[config.mk]
export PLATFORM = sky130hd
export DESIGN_NAME = memory_stage_dcache
export DESIGN_NICKNAME = d
export VERILOG_FILES = /design/src/rtl/memory_stage_dcache_pkg.sv /design/src/rtl/memory_stage_dcache_array.sv /design/src/rtl/memory_stage_dcache.sv
export SDC_FILE = /design/constraint.sdc
export NUM_CORES = 2
export LEC_CHECK = 0
export CORE_UTILIZATION = 49
export DETAILED_ROUTE_END_ITERATION = 8
export MAX_ROUTING_LAYER = met4
export PLACE_DENSITY = 0.71
export SETUP_SLACK_MARGIN = 0.05
export SKIP_LAST_GASP = 1
export SLEW_MARGIN = 40
export SYNTH_ARGS = -nofsm -noshare
export SYNTH_HDL_FRONTEND = slang
export SYNTH_HIERARCHICAL = 1
export SYNTH_SLANG_ARGS = --single-unit
[constraint.sdc]
create_clock -name clk_i -period 29.2 [get_ports clk_i]
set_input_delay 5.84 -clock clk_i [delete_from_list [all_inputs] [get_ports clk_i]]
set_output_delay 5.84 -clock clk_i [all_outputs]
set_load 0.02 [all_outputs]
[src/rtl/memory_stage_dcache_pkg.sv]
// Shared Y86-64 icode/status constants and M-stage cache FSM state type.
package memory_stage_dcache_pkg;

  localparam logic [3:0] INOP    = 4'h1;
  localparam logic [3:0] IRMMOVQ = 4'h4;
  localparam logic [3:0] IMRMOVQ = 4'h5;
  localparam logic [3:0] ICALL   = 4'h8;
  localparam logic [3:0] IRET    = 4'h9;
  localparam logic [3:0] IPUSHQ  = 4'hA;
  localparam logic [3:0] IPOPQ   = 4'hB;

  localparam logic [2:0] SAOK = 3'd1;
  localparam logic [2:0] SHLT = 3'd2;
  localparam logic [2:0] SADR = 3'd3;
  localparam logic [2:0] SINS = 3'd4;

  typedef enum logic [1:0] {
    ST_IDLE,
    ST_REFILL,
    ST_WRITE,
    ST_RESP
  } mstate_e;

  function automatic logic icode_is_read(input logic [3:0] icode);
    return (icode == IMRMOVQ) || (icode == IPOPQ) || (icode == IRET);
  endfunction

  function automatic logic icode_is_write(input logic [3:0] icode);
    return (icode == IRMMOVQ) || (icode == IPUSHQ) || (icode == ICALL);
  endfunction

endpackage

[src/rtl/memory_stage_dcache_array.sv]
// Direct-mapped line storage: combinational lookup, one synchronous write port,
// synchronous clear of all valid bits.
module dcache_array #(
  parameter int LINES = 16,
  parameter int IDX_W = 4,
  parameter int TAG_W = 57
) (
  input  logic             clk_i,
  input  logic             clr_i,
  input  logic [IDX_W-1:0] lk_idx_i,
  input  logic [TAG_W-1:0] lk_tag_i,
  output logic             hit_o,
  output logic [63:0]      rdata_o,
  input  logic             wr_en_i,
  input  logic [IDX_W-1:0] wr_idx_i,
  input  logic [TAG_W-1:0] wr_tag_i,
  input  logic [63:0]      wr_data_i
);

  logic [LINES-1:0] valid_q;
  logic [TAG_W-1:0] tag_q  [LINES];
  logic [63:0]      data_q [LINES];

  always_ff @(posedge clk_i) begin
    if (clr_i) begin
      valid_q <= '0;
    end else if (wr_en_i) begin
      valid_q[wr_idx_i] <= 1'b1;
    end
  end

  // Tag/data need no reset: a line is only ever read under its valid bit.
  always_ff @(posedge clk_i) begin
    if (wr_en_i) begin
      tag_q[wr_idx_i]  <= wr_tag_i;
      data_q[wr_idx_i] <= wr_data_i;
    end
  end

  assign hit_o   = valid_q[lk_idx_i] && (tag_q[lk_idx_i] == lk_tag_i);
  assign rdata_o = data_q[lk_idx_i];

endmodule

[src/rtl/memory_stage_dcache.sv]
// Y86-64 memory stage with a direct-mapped write-through, no-write-allocate cache.
//   state  | meaning
//   IDLE   | decode M instruction; hits, faults and bubbles complete here
//   REFILL | read miss outstanding on backing memory
//   WRITE  | write-through outstanding on backing memory
//   RESP   | present latched result for one cycle, then release
module memory_stage_dcache
  import memory_stage_dcache_pkg::*;
#(
  parameter int          LINES      = 16,
  parameter logic [63:0] ADDR_LIMIT = 64'h2000
) (
  input  logic        clk_i,
  input  logic        rst_n_i,
  input  logic [2:0]  M_stat_i,
  input  logic [3:0]  M_icode_i,
  input  logic [63:0] M_valE_i,
  input  logic [63:0] M_valA_i,
  output logic [2:0]  m_stat_o,
  output logic [63:0] m_valM_o,
  output logic        m_stall_o,
  output logic        mem_req_o,
  output logic        mem_we_o,
  output logic [63:0] mem_addr_o,
  output logic [63:0] mem_wdata_o,
  input  logic        mem_ack_i,
  input  logic [63:0] mem_rdata_i,
  input  logic        mem_err_i
);

  localparam int IDX_W = $clog2(LINES);
  localparam int TAG_W = 61 - IDX_W;

  mstate_e     state_q, state_d;
  logic [63:0] addr_q, addr_d;
  logic [63:0] wdata_q, wdata_d;
  logic [63:0] lat_data_q, lat_data_d;
  logic [2:0]  lat_stat_q, lat_stat_d;

  logic        rd, wr, access, fault;
  logic [63:0] addr, lk_addr;
  logic        hit;
  logic [63:0] line_data;
  logic        arr_wr_en;

  assign rd     = icode_is_read(M_icode_i);
  assign wr     = icode_is_write(M_icode_i);
  assign addr   = ((M_icode_i == IPOPQ) || (M_icode_i == IRET)) ? M_valA_i : M_valE_i;
  assign access = (M_stat_i == SAOK) && (rd || wr);
  assign fault  = access && (addr >= ADDR_LIMIT);

  // While a transaction is outstanding, look up the captured address, not the live one.
  assign lk_addr = (state_q == ST_IDLE) ? addr : addr_q;

  dcache_array #(
    .LINES (LINES),
    .IDX_W (IDX_W),
    .TAG_W (TAG_W)
  ) u_array (
    .clk_i     (clk_i),
    .clr_i     (!rst_n_i),
    .lk_idx_i  (lk_addr[3 +: IDX_W]),
    .lk_tag_i  (lk_addr[63 -: TAG_W]),
    .hit_o     (hit),
    .rdata_o   (line_data),
    .wr_en_i   (arr_wr_en),
    .wr_idx_i  (addr_q[3 +: IDX_W]),
    .wr_tag_i  (addr_q[63 -: TAG_W]),
    .wr_data_i ((state_q == ST_REFILL) ? mem_rdata_i : wdata_q)
  );

  always_ff @(posedge clk_i) begin
    if (!rst_n_i) begin
      state_q    <= ST_IDLE;
      addr_q     <= '0;
      wdata_q    <= '0;
      lat_data_q <= '0;
      lat_stat_q <= '0;
    end else begin
      state_q    <= state_d;
      addr_q     <= addr_d;
      wdata_q    <= wdata_d;
      lat_data_q <= lat_data_d;
      lat_stat_q <= lat_stat_d;
    end
  end

  always_comb begin
    state_d    = state_q;
    addr_d     = addr_q;
    wdata_d    = wdata_q;
    lat_data_d = lat_data_q;
    lat_stat_d = lat_stat_q;
    arr_wr_en  = 1'b0;
    m_stall_o  = 1'b0;
    m_stat_o   = M_stat_i;
    m_valM_o   = '0;

    unique case (state_q)
      ST_IDLE: begin
        if (fault) begin
          m_stat_o = SADR;
        end else if (access) begin
          if (rd && hit) begin
            m_valM_o = line_data;
          end else begin
            m_stall_o = 1'b1;
            addr_d    = addr & ~64'd7;
            wdata_d   = M_valA_i;
            state_d   = rd ? ST_REFILL : ST_WRITE;
          end
        end
      end
      ST_REFILL: begin
        m_stall_o = 1'b1;
        if (mem_ack_i) begin
          arr_wr_en  = !mem_err_i;
          lat_data_d = mem_err_i ? 64'd0 : mem_rdata_i;
          lat_stat_d = mem_err_i ? SADR : SAOK;
          state_d    = ST_RESP;
        end
      end
      ST_WRITE: begin
        m_stall_o = 1'b1;
        if (mem_ack_i) begin
          arr_wr_en  = !mem_err_i && hit;
          lat_data_d = '0;
          lat_stat_d = mem_err_i ? SADR : SAOK;
          state_d    = ST_RESP;
        end
      end
      ST_RESP: begin
        m_stat_o = lat_stat_q;
        m_valM_o = lat_data_q;
        state_d  = ST_IDLE;
      end
      default: state_d = ST_IDLE;
    endcase
  end

  assign mem_req_o   = (state_q == ST_REFILL) || (state_q == ST_WRITE);
  assign mem_we_o    = (state_q == ST_WRITE);
  assign mem_addr_o  = addr_q;
  assign mem_wdata_o = wdata_q;

endmodule

Word level (Yosys, flattened, before mapping)
Memories as Yosys holds them, arrays and structs flattened.
Index checks and enable logic that the tools add are counted.
{"block": "word_totals", "ram_bits": 1936, "in_bits": 203, "output_inout_bits": 198, "register_bits": 210, "memories": 2, "wordCells": 86}
{"memory": "u_array.data_q", "depth": 16, "width": 64, "rd": 1, "rd_ports_with_merged_regs": 0, "write_ports": 1, "line": "memory_stage_dcache_array.sv:22", "source": "logic [63:0] data_q [LINES];"}
{"memory": "u_array.tag_q", "depth": 16, "width": 57, "rd": 1, "rd_ports_with_merged_regs": 0, "write_ports": 1, "line": "memory_stage_dcache_array.sv:21", "source": "logic [TAG_W-1:0] tag_q [LINES];"}
{"block": "op_classes", "n_eq_ne": 17, "n_lt_le_gt_ge": 4, "muxes": 33, "n_reduce_logical": 21, "bitwise": 3}
{"cell": "$mux 64", "n": 9}
{"cell": "$pmux 64 s2", "n": 2}
{"cell": "$ge 64x14->1 const B", "n": 1}
{"cell": "$eq 57x57->1", "n": 1}
{"cell": "$eq 4x4->1 const B", "n": 4}
{"cell": "$or 16x16->16", "n": 1}
{"cell": "$mux 2", "n": 6}
{"cell": "$lt 4x5->1 const B", "n": 2}
{"cell": "$mux 1", "n": 9}
{"cell": "$eq 4x3->1 const B", "n": 2}
{"cell": "$ne 2x2->1 const B", "n": 4}
{"cell": "$reduce_and 4->1", "n": 2}
{"cell": "$logic_or 1x1->1", "n": 7}
{"cell": "$logic_and 1x1->1", "n": 6}
{"cell": "$pmux 2 s3", "n": 1}
{"cell": "$pmux 3 s2", "n": 1}
{"cell": "$bmux 1 s4", "n": 1}
{"cell": "$demux 1 s4", "n": 1}
{"cell": "$eq 2x2->1 const B", "n": 2}
{"cell": "$ge 4x1->1 const B", "n": 1}
{"cell": "$ne 2x1->1 const B", "n": 2}
{"cell": "$pmux 1 s2", "n": 2}
{"cell": "$eq 3x1->1 const B", "n": 1}
{"cell": "$mux 3", "n": 1}
{"cell": "8 further kinds", "n": 9}

Depth between registers and ports, before layout
{"block": "depth", "depth_word": 12, "depth_mapped": 24, "ltp_nobuf": 18}

Hierarchy
The synthesis kept the hierarchy.
{"mod": "dcache_array", "cells_each": 3174, "n_inst": 1, "area_per_inst_um2": 74958.1, "seq_area_each_um2": 58456.1}
{"mod": "memory_stage_dcache", "cells_each": 1182, "n_inst": 1, "area_per_inst_um2": 10035.9, "seq_area_each_um2": 3863.7}

Worst setup path before layout
No wires, ideal clock.
{"block": "synth_timing", "kind": "input to register", "start": "input port M_icode_i[2]", "end": "memory u_array.data_q[0][0] (enable)", "path_buffers": 3, "required_ps": 28449, "stages": 17, "slack_ps": 10579, "arrival_ps": 17869, "setup_ps": 751, "cell_sequence": "nand3b_1 buf_2 buf_1 buf_1 mux2i_1 a21oi_1 inv_1 and3_1 o31ai_1 nand4_1 o41ai_2 nor4b_2 o2111a_1 nor2b_1 nor3_1 or3b_2 nor3_1"}
{"block": "synth_via", "elab_cells_between_ends": 15, "classes_between": "3 x eq/ne; 8 x mux; 3 x reduce/logical; 1 x memory"}
{"element": "from (decl)", "line": "memory_stage_dcache.sv:16", "source": "input logic [3:0] M_icode_i,"}
{"element": "$eq 4x4->1", "line": "memory_stage_dcache.sv:48", "source": "assign addr = ((M_icode_i == IPOPQ) || (M_icode_i == IRET)) ? M_valA_i : M_valE_i;"}
{"element": "$logic_or 1x1->1 *", "line": "memory_stage_dcache.sv:48"}
{"element": "$mux 64 *", "line": "memory_stage_dcache.sv:48"}
{"element": "$mux 64 *", "line": "memory_stage_dcache.sv:53", "source": "assign lk_addr = (state_q == ST_IDLE) ? addr : addr_q;"}
{"element": "net lk_addr[42]", "line": "memory_stage_dcache.sv:41", "source": "logic [63:0] addr, lk_addr;"}
{"element": "$eq 57x57->1 *", "line": "memory_stage_dcache_array.sv:40", "source": "assign hit_o = valid_q[lk_idx_i] && (tag_q[lk_idx_i] == lk_tag_i);"}
{"element": "$logic_and 1x1->1 *", "line": "memory_stage_dcache_array.sv:40"}
{"element": "net hit", "line": "memory_stage_dcache.sv:42", "source": "logic hit;"}
{"element": "$logic_and 1x1->1 *", "line": "memory_stage_dcache.sv:126", "source": "arr_wr_en = !mem_err_i && hit;"}
{"element": "$mux 1 *", "line": "memory_stage_dcache.sv:125", "source": "if (mem_ack_i) begin"}
{"element": "$pmux 1 s2 *", "line": "memory_stage_dcache.sv:99", "source": "unique case (state_q)"}
{"element": "net arr_wr_en", "line": "memory_stage_dcache.sv:44", "source": "logic arr_wr_en;"}
{"element": "$mux 1 *", "line": "memory_stage_dcache_array.sv:34", "source": "if (wr_en_i) begin"}
{"element": "$mux 1 (not written as such) *", "line": "memory_stage_dcache_array.sv:36", "source": "data_q[wr_idx_i] <= wr_data_i;"}
{"element": "to (decl)", "line": "memory_stage_dcache_array.sv:22"}
Mark *: on every way through the listed nets, which the timed path passes. The rest lies on a longest branch. The select of a mux whose other input is x is not followed.

Final worst setup path
{"block": "layout_timing", "start": "input port M_icode_i[0]", "end": "output port m_valM_o[61]"}
{"block": "layout_via", "elab_chain_cells": 12, "elab_cells_between_ends": 28, "classes_between": "1 x order compare; 7 x eq/ne; 8 x mux; 10 x reduce/logical; 2 x memory"}
{"element": "$eq 4x4->1", "line": "memory_stage_dcache.sv:48"}
{"element": "$logic_or 1x1->1 *", "line": "memory_stage_dcache.sv:48"}
{"element": "$mux 64 *", "line": "memory_stage_dcache.sv:48"}
{"element": "$mux 64 *", "line": "memory_stage_dcache.sv:53"}
{"element": "net lk_addr[3]", "line": "memory_stage_dcache.sv:41"}
{"element": "$mem_v2 16x57 / $bmux 1 s4 (equally long branches)"}
{"element": "$eq 57x57->1 / $mux 1 (equally long branches)", "line": "memory_stage_dcache_array.sv:40"}
{"element": "$logic_and 1x1->1 *", "line": "memory_stage_dcache_array.sv:40"}
{"element": "net hit", "line": "memory_stage_dcache.sv:42"}
{"element": "$logic_and 1x1->1 *", "line": "memory_stage_dcache.sv:104", "source": "if (rd && hit) begin"}
{"element": "$mux 64 *", "line": "memory_stage_dcache.sv:104"}
{"element": "$mux 64 *", "line": "memory_stage_dcache.sv:103", "source": "end else if (access) begin"}
{"element": "$mux 64 *", "line": "memory_stage_dcache.sv:101", "source": "if (fault) begin"}
{"element": "$pmux 64 s2 *", "line": "memory_stage_dcache.sv:99"}
{"element": "to (decl)", "line": "memory_stage_dcache.sv:20", "source": "output logic [63:0] m_valM_o,"}
Marked as above.

==> flow_metrics.tcl <==
set metrics [dict create \
    post-cts-setup-buffers 0 \
    nets 5032 \
    p_leak_nw 33.2 \
    initialDrtViolationCount 5914 \
    grt_max_degree 114 \
    period_minus_slack_ps 20660 \
    wirelength_mm 239 \
    power_mw 7.00 \
    vias 46100 \
    core_um2 172000 \
    hold_viol 0 \
    yosys_warnings 6 \
    vdd.ir_drop.worst_uv 55.2 \
    hpwlAfterDp_mm 143 \
    slew_violations 0 \
    synth_top_flop_cell "edfxtp_1" \
    crit_chain "clkdlybuf4s50_1 -> nand3b_1 -> buf_4 -> mux2i_1 -> a21oi_4 -> buf_4 -> buf_12 -> buf_6 -> buf_6 -> mux4_2 -> o21ai_1 -> nor2_1 -> a2111oi_0 -> nand4_1 -> nor4b_1 -> o2111a_1 -> nand3_1 -> a2111oi_4 -> buf_6 -> a22o_1 -> clkdlybuf4s50_1" \
    cts_root_buf "clkbuf_16" \
    ant_nets 0 \
    cts_resized 0 \
    synth_top_area_frac 0.684 \
    ys_seq_area_frac 0.733 \
    worst_ep_required_time_ps 23360 \
    ys_types 79 \
    arrival_ps 14820 \
    crit_type "in -> out" \
    cts_tree "yes" \
    worst_pin_slew_ps 915 \
    numCtsBuffers 208 \
    h-tree-depth 4 \
    die_x_um 418 \
    synth_top_area_cell "edfxtp_1" \
    die_y_um 418 \
    cp_max_fo 82 \
    synthMostInstantiatedCell "edfxtp_1" \
    setup_violations 0 \
    hold_class "reg -> reg" \
    synth_area_leaders "edfxtp_1 (68%), mux4_2 (14%), dfxtp_1 (4.9%)" \
    crit_buf_inv 8 \
    synth_area_um2 85000 \
    syn_avg_cell_area_um2 19.5 \
    multiInputGateArea_um2 21500 \
    antenna_found_initial 12 \
    clock_latency_ps 860 \
    crit_top_cell "buf_6" \
    area_growth_pct 16.8 \
    seq_area_um2 62300 \
    grt_pass1_wl_mm 338 \
    drt_first_pass_iters 6 \
    skew_ps 58.6 \
    synth-edff-count 1936 \
    rsz0062_at_grt "no" \
    slowest_delay_ps 680 \
    cts.sinks 2145 \
    cts_hold_buf 0 \
    path_delay_family "buffers and inverters" \
    rows 152 \
    async_reset_ff_frac 0 \
    grt-ovfl-total 0 \
    cp-start-kind "input pin" \
    place_congestion 0.924 \
    crit_path_end_kind "output pin" \
    path_clk_slew_ps 60 \
    drcViolationCount 0 \
    synthTopCellsByCount "edfxtp_1 (1,936), mux4_2 (524), nand2_1 (231)" \
    powerDensity_nw_per_um2 70.6 \
    synthCells 4356 \
    drive_gt1_frac 0.227 \
    cap_violations 0 \
    port-buffer-count 394 \
    ios 401 \
    wire_per_inst_um 32.6 \
    status "finished clean" \
    fin_crit_sh 0.708 \
    slew_headroom 0.373 \
    routed_via_density 6.28 \
    dieArea_um2 175000 \
    clock.fmax_mhz 48.4 \
    grt_pass1_vias 45200 \
    fin_tns_setup_ps 0 \
    ys_ff_latch 2145 \
    start_util 0.494 \
    fillers 12600 \
    crit_slowest_cell "clkdlybuf4s50_1" \
    clock_path_buffers 3 \
    track_usage 0.282 \
]
==> tightest hold or removal path: stages, from the launching register on <==
cell     delay, ps
dfxtp_1        310
nand2_1         50
a21oi_1         50
==> routing by layer <==
| metal | vias up | routed length (um) | global-route usage |
|---|---|---|---|
| li1 | 18800 | - | - |
| met2 | 2615 | 117000 | 0.443 |
| met1 | 24300 | 88500 | 0.361 |
| met5 | - | 0 | - |
| met4 | 0 | 12600 | 0.136 |
| met3 | 450 | 21000 | 0.0477 |
==> kinds of logic after synthesis <==
| logic type | Yosys count | share of synthesized area |
|---|---|---|
| buf+inv | 296 | 0.0182 |
| flops | 2145 | 0.733 |
| mux | 829 | 0.176 |
| compound gates | 393 | 0.0317 |
| simple gates | 624 | 0.0337 |
| other cells | 1 | 0.0000441 |
| xor+xnor | 63 | 0.00649 |
| fa+ha+maj | 5 | 0.000736 |
==> layout by cell type (no fill, tap or decap), types with 9 or more instances in the layout <==
cell type	n
a22oi_1	25
bufinv_16	23
a22o_2	31
and2_1	13
xnor2_1	43
buf_6	27
mux2i_1	218
nor2_4	14
nor3_1	9
o21ai_1	12
o22ai_1	20
clkbuf_1	45
clkinv_1	31
clkdlybuf4s50_1	393
inv_1	30
nor2_1	139
xor2_1	20
dfxtp_1	209
buf_4	71
nor4_1	22
nand2_1	231
a21oi_1	150
clkbuf_8	21
buf_12	14
nand4_1	12
o21ai_0	33
nand3_1	78
clkinv_2	39
edfxtp_1	1936
mux2_2	78
diode_2	29
nor2b_1	13
mux4_2	524
buf_16	12
and3_1	54
a22o_1	37
clkbuf_16	209
==> metrics by stage <==
stage / cells / hold WS, ps / util / instance area, um2 / worst slack [ps]
final: 7345 / 450 / 0.577 / 99300 / 8540
after CTS: 7315 / 451 / 0.577 / 99200 / 8550
after global placement: 6909 / 438 / 0.533 / 91700 / 7860
after detailed placement: 6923 / 444 / 0.536 / 92200 / 8570
after floorplan: 4358 / 432 / - / 85000 / 10580
after global routing: 7337 / 468 / 0.577 / 99300 / 7980
==> state kept, by name, indices dropped and copies added, names as in the netlist <==
name,flops
mem_wdata_o,64
u_array/valid_q,16
state_q,2
lat_stat_q,2
mem_addr_o,61
u_array/tag_q,912
lat_data_q,64
u_array/data_q,1024
==> worst paths after layout <==
check,startpoint,to,slack [ps],cells after the start
worst max-delay path,M_icode_i[0],m_valM_o[61],8540,21
worst min-delay path,lat_data_q[43],lat_data_q[43],450,2
worst max register to register,state_q[0],u_array/data_q[4][42],19120,22
worst min register to register,lat_data_q[43],lat_data_q[43],450,2
==> power by group <==
part | leakage (nW) | switching [mW] | total (mW) | internal (mW)
registers | 20.5 | 0.00461 | 3.33 | 3.33
logic | 9.31 | 0.554 | 0.937 | 0.383
clock network | 3.43 | 1.16 | 2.73 | 1.58
==> cell type report <==
class | instances | share of cell area
Sequential cell | 2145 | 0.628
Multi-Input combinational cell | 1917 | 0.216
Clock buffer | 274 | 0.0572
Timing Repair Buffer | 519 | 0.0545
Tap cell | 2310 | 0.0291
Clock inverter | 118 | 0.0134
Inverter | 33 | 0.00127
Antenna cell | 29 | 0.000731
Power figures use the tool's default switching activity.
